## config.mk

```make
export PLATFORM = sky130hd
export DESIGN_NAME = stage_wb_buffered
export DESIGN_NICKNAME = d
export VERILOG_FILES = /design/src/rtl/stage_wb_buffered.sv
export SDC_FILE = /design/constraint.sdc
export NUM_CORES = 1
export LEC_CHECK = 0
export CORE_MARGIN = 5
export CORE_UTILIZATION = 41
export CTS_CLUSTER_DIAMETER = 30
export CTS_CLUSTER_SIZE = 8
export DETAILED_ROUTE_END_ITERATION = 6
export PLACE_DENSITY = 0.78
export SKIP_LAST_GASP = 1
export SYNTH_ARGS = -nofsm -noshare
export SYNTH_HDL_FRONTEND = slang
export SYNTH_SLANG_ARGS = --single-unit
```

## constraint.sdc

```tcl
create_clock -name clk -period 2.34 [get_ports clk]
set_clock_uncertainty 0.15 [all_clocks]
set_input_delay 0.468 -clock clk [delete_from_list [all_inputs] [get_ports clk]]
set_output_delay 0.468 -clock clk [all_outputs]
set_load 0.05 [all_outputs]
```

## src/rtl/stage_wb_buffered.sv

```systemverilog
// Writeback stage: selects the final result, extends narrow loads, and queues
// register-file writes in a two-entry head/skid buffer with a retire counter.
module stage_wb_buffered #(
    parameter int DATA_W = 8,
    parameter int ADDR_W = 3,
    parameter int CNT_W  = 16
) (
    input  logic              clk,
    input  logic              reset,
    input  logic              flush,
    input  logic              in_valid,
    output logic              in_ready,
    input  logic              in_regwrite,
    input  logic [1:0]        in_result_src,
    input  logic [DATA_W-1:0] in_alu,
    input  logic [DATA_W-1:0] in_mem,
    input  logic [DATA_W-1:0] in_link,
    input  logic [DATA_W-1:0] in_imm,
    input  logic              in_load_narrow,
    input  logic              in_load_sx,
    input  logic [ADDR_W-1:0] in_rd,
    output logic              wr_en,
    output logic [ADDR_W-1:0] wr_addr,
    output logic [DATA_W-1:0] wr_data,
    input  logic              wr_ready,
    output logic              fwd0_valid,
    output logic [ADDR_W-1:0] fwd0_addr,
    output logic [DATA_W-1:0] fwd0_data,
    output logic              fwd1_valid,
    output logic [ADDR_W-1:0] fwd1_addr,
    output logic [DATA_W-1:0] fwd1_data,
    output logic [CNT_W-1:0]  retire_count
);

    localparam int HALF = DATA_W / 2;

    typedef enum logic [1:0] {
        OCC_EMPTY,
        OCC_ONE,
        OCC_TWO
    } occ_e;

    occ_e              occ_q, occ_d;
    logic              accept, enq, done;
    logic              load_head, load_skid, shift_skid;
    logic [DATA_W-1:0] mem_val, result;
    logic [ADDR_W-1:0] head_addr, skid_addr;
    logic [DATA_W-1:0] head_data, skid_data;
    logic [CNT_W-1:0]  count_q;

    // Handshake terms; in_ready depends on registered occupancy only.
    assign in_ready = (occ_q != OCC_TWO);
    assign wr_en    = (occ_q != OCC_EMPTY);
    assign done     = wr_en & wr_ready;
    assign accept   = in_valid & in_ready & ~flush;
    assign enq      = accept & in_regwrite;

    assign wr_addr      = head_addr;
    assign wr_data      = head_data;
    assign fwd0_valid   = wr_en;
    assign fwd0_addr    = head_addr;
    assign fwd0_data    = head_data;
    assign fwd1_valid   = (occ_q == OCC_TWO);
    assign fwd1_addr    = skid_addr;
    assign fwd1_data    = skid_data;
    assign retire_count = count_q;

    // Result source selection with optional half-width load extension.
    always_comb begin
        mem_val = in_mem;
        if (in_load_narrow) begin
            mem_val = {{HALF{in_load_sx & in_mem[HALF-1]}}, in_mem[HALF-1:0]};
        end
        unique case (in_result_src)
            2'd0:    result = in_alu;
            2'd1:    result = mem_val;
            2'd2:    result = in_link;
            default: result = in_imm;
        endcase
    end

    // Occupancy state register.
    always_ff @(posedge clk) begin
        if (reset) begin
            occ_q <= OCC_EMPTY;
        end else begin
            occ_q <= occ_d;
        end
    end

    // Next occupancy and buffer load/shift controls.
    always_comb begin
        occ_d      = occ_q;
        load_head  = 1'b0;
        load_skid  = 1'b0;
        shift_skid = 1'b0;
        unique case (occ_q)
            OCC_EMPTY: begin
                if (enq) begin
                    load_head = 1'b1;
                    occ_d     = OCC_ONE;
                end
            end
            OCC_ONE: begin
                if (done) begin
                    // Head retires this edge, so a new beat goes straight into head.
                    if (enq) begin
                        load_head = 1'b1;
                    end else begin
                        occ_d = OCC_EMPTY;
                    end
                end else if (enq) begin
                    load_skid = 1'b1;
                    occ_d     = OCC_TWO;
                end
            end
            OCC_TWO: begin
                if (done) begin
                    shift_skid = 1'b1;
                    occ_d      = OCC_ONE;
                end
            end
            default: occ_d = OCC_EMPTY;
        endcase
    end

    // Head and skid address/data registers.
    always_ff @(posedge clk) begin
        if (reset) begin
            head_addr <= '0;
            head_data <= '0;
            skid_addr <= '0;
            skid_data <= '0;
        end else begin
            if (load_head) begin
                head_addr <= in_rd;
                head_data <= result;
            end else if (shift_skid) begin
                head_addr <= skid_addr;
                head_data <= skid_data;
            end
            if (load_skid) begin
                skid_addr <= in_rd;
                skid_data <= result;
            end
        end
    end

    // Retired-instruction counter, one per accepted beat, wrapping.
    always_ff @(posedge clk) begin
        if (reset) begin
            count_q <= '0;
        end else if (accept) begin
            count_q <= count_q + CNT_W'(1);
        end
    end

endmodule

```

==> metrics.txt <==
synth top area cells dfxtp_1, nand2_1, buf_4; endpoints failing hold 0; arrival time worst endpoint 2360 ps; later-pin clock latency in the skew report 290 ps; IO Pins 98; clock share of power roughly 29%; ys async rst share 0%; Antenna Violating Nets Remaining 0; number of synthesized register bits 40; Worst setup SP type input pin; ANT cells 0; register share of total power 48.4%; Core Box Area around 4800 um2; Max-slew headroom 64.2%; Synthesized Nets 285; post-synthesis sequential area ratio 38.6%; Initial DRC Count 98; combinational family with the most area after synthesis simple AND/OR/NAND/NOR gates; Buffers on Ports 97; fin crit period 2280 ps; Top FF cell, synth dfxtp_1; count leader, synth dfxtp_1; post-synthesis cell area 2070 um2; fmax 439 MHz; share of the synthesized area in the top cell type between 30% and 40%; Commonest cells post-synth dfxtp_1, nand2_1, nor2_1; Area Overhead vs Synth 53.1%; Via-to-Cell Ratio a little over 5; element type at the critical path end flip-flop; DRC 0; GR Util All Layers 17.3%; final setup fails 0; routability cong. between 0.7 and 0.8; Logic pwr share 22.2%; Die W 81.1 um; clock tree buffer depth 2; largest net degree at the start of global routing 19; GR Overflow Total 0; status finished clean; fin crit share 97.3%; drt pass-1 iters 4; largest area contributor in the netlist dfxtp_1; root buf cell clkbuf_8; Worst-path clk slew roughly 80 ps; final hold slack around 320 ps; layout cells sized above 1 between 10% and 20%; Compound-Gate Fraction of Synth Area 15.4%; Max Cap Viol 0; Placed Cells 391; # fillers about 450; Initial Utilization 43.1%; HPWL after DPL 4.56 mm; initial antenna violation count 0; Setup Crit Path Kind in2reg; Placed Area 3090 um2; non-filler cells, final 398; Die Span Y 81.1 um; Cells after Synth 239; die area 6580 um2; leakage power roughly 1.2 nW; synthesized-area fraction occupied by adder cells 0.603%; Pwr per Cell Area 460 nW/um2; routed wire length between 5 and 6 mm; fin area 3180 um2; number of synthesized flops with an enable pin 0; Synth Area in Simple Gates 23.4%; worst hold path depth 2; first-pass GRT wire length 8.92 mm; CTS tree built; Max VDD drop around 0.00027 V; worst-margin pin slew 535 ps; H-tree lvl count 2; Worst Hold Class reg2reg; YS warnings 0; Avg Cell Area, Syn around 8.7 um2; Cell variety after synth 44; vias in the first global route 1883; Internal 1.06 mW; row cnt 25; Pwr Total 1.46 mW; post-synthesis mux area share 10.4%; switching share of power 27.7%; reg2reg path depth 5; XOR/XNOR share of the synthesized area 2.96%; RSZ-0062 raised after global routing no; Critical Path Fanout Max 8; WL/cell 14.5 um; sw power a little over 0.4 mW; worst path required time 2420 ps; total CTS buffers 5; clk sinks 40; Vias 2046; final max-slew violation count 0; Nets about 380
power groups by stage:
stage	logic [mW]	clock network, mW	registers [mW]
2_1_floorplan	0.144	0	0.765
3_3_place_gp	0.322	0	0.723
3_5_place_dp	0.325	0	0.723
4_1_cts	0.326	0.439	0.707
5_1_grt	0.343	0.471	0.709
6_report	0.325	0.429	0.707
path summary, 6_finish.rpt:
check,startpoint,endpoint,slack [ps]
worst min-delay path,fwd1_data[7],fwd1_data[7],320
worst min register to register,fwd1_data[7],fwd1_data[7],320
worst max-delay path,flush,retire_count[15],60
worst max register to register,occ_q[0],retire_count[15],270
state kept, by name, indices dropped and copies added, names as in the netlist:
signal        cells
occ_q             2
retire_count     16
fwd0_addr         3
fwd0_data         8
fwd1_data         8
fwd1_addr         3
worst max-delay path, cell delays in order:
cell,delay [ps]
clkdlybuf4s50_1,450
nand2b_1,210
or4_4,590
or4_1,490
a21oi_1,150
per-layer routing:
metal / up-vias / track usage, % / wire length [um]
met4: 0 / 4.05 / 43
li1: 1035 / - / -
met1: 956 / 22.0 / 2490
met5: - / 0 / 0
met3: 5 / 4.55 / 266
met2: 50 / 29.3 / 2960
cell usage in the layout, fill, tap and decap left out, types with 3 or more instances in the layout:
cell type,synthesis,routed
a21oi_1,16,16
a311oi_1,7,7
a31oi_1,3,3
buf_4,12,15
clkbuf_8,0,5
clkdlybuf4s50_1,0,94
dfxtp_1,40,40
inv_1,4,4
mux2_2,4,4
mux2i_1,8,8
mux4_2,4,4
nand2_1,26,26
nand2b_1,8,7
nand3_1,7,7
nand3b_1,3,3
nand4_1,3,3
nor2_1,24,24
o21ai_1,7,7
o22ai_1,3,3
o31ai_1,3,3
or3_1,8,8
xnor2_1,7,7
stage by stage:
| stage | setup slack [ps] | TNS [ps] | utilization (%) |
|---|---|---|---|
| after detailed placement | -244 | -1030 | 64.2 |
| final | 63.0 | 0 | 65.9 |
| after floorplan | 35.2 | 0 | - |
| after global placement | -182 | -568 | 64.2 |
| after global routing | 7.41 | 0 | 65.9 |
| after CTS | 13.3 | 0 | 65.8 |
kinds of logic (layout without fill, tap and decap cells):
| group | after synthesis | after routing |
|---|---|---|
| muxes | 16 | 16 |
| xor gates and xnor gates | 7 | 7 |
| and+or+nand+nor | 95 | 95 |
| buffers and inverters | 32 | 124 |
| AOI/OAI and AO/OA | 48 | 48 |
| adders and majority gates | 1 | 1 |
| DFF | 40 | 40 |
layout make-up:
type	count	area (um2)	area share (%)
sequential	40	801	25.2
inverter	5	18.8	0.591
multi-input combinational	167	1100	34.5
timing repair buffer	112	1100	34.6
clock inverter	1	5.00	0.158
clock buffer	6	72.6	2.29
tap	67	83.8	2.64
timing repair:
item	4_1_cts	5_1_grt
gates resized for setup	0	2
hold buffers	0	0
setup buffers	0	0
endpoints found under the setup margin	0	2
No activity file was read; power rests on OpenSTA's default activity.
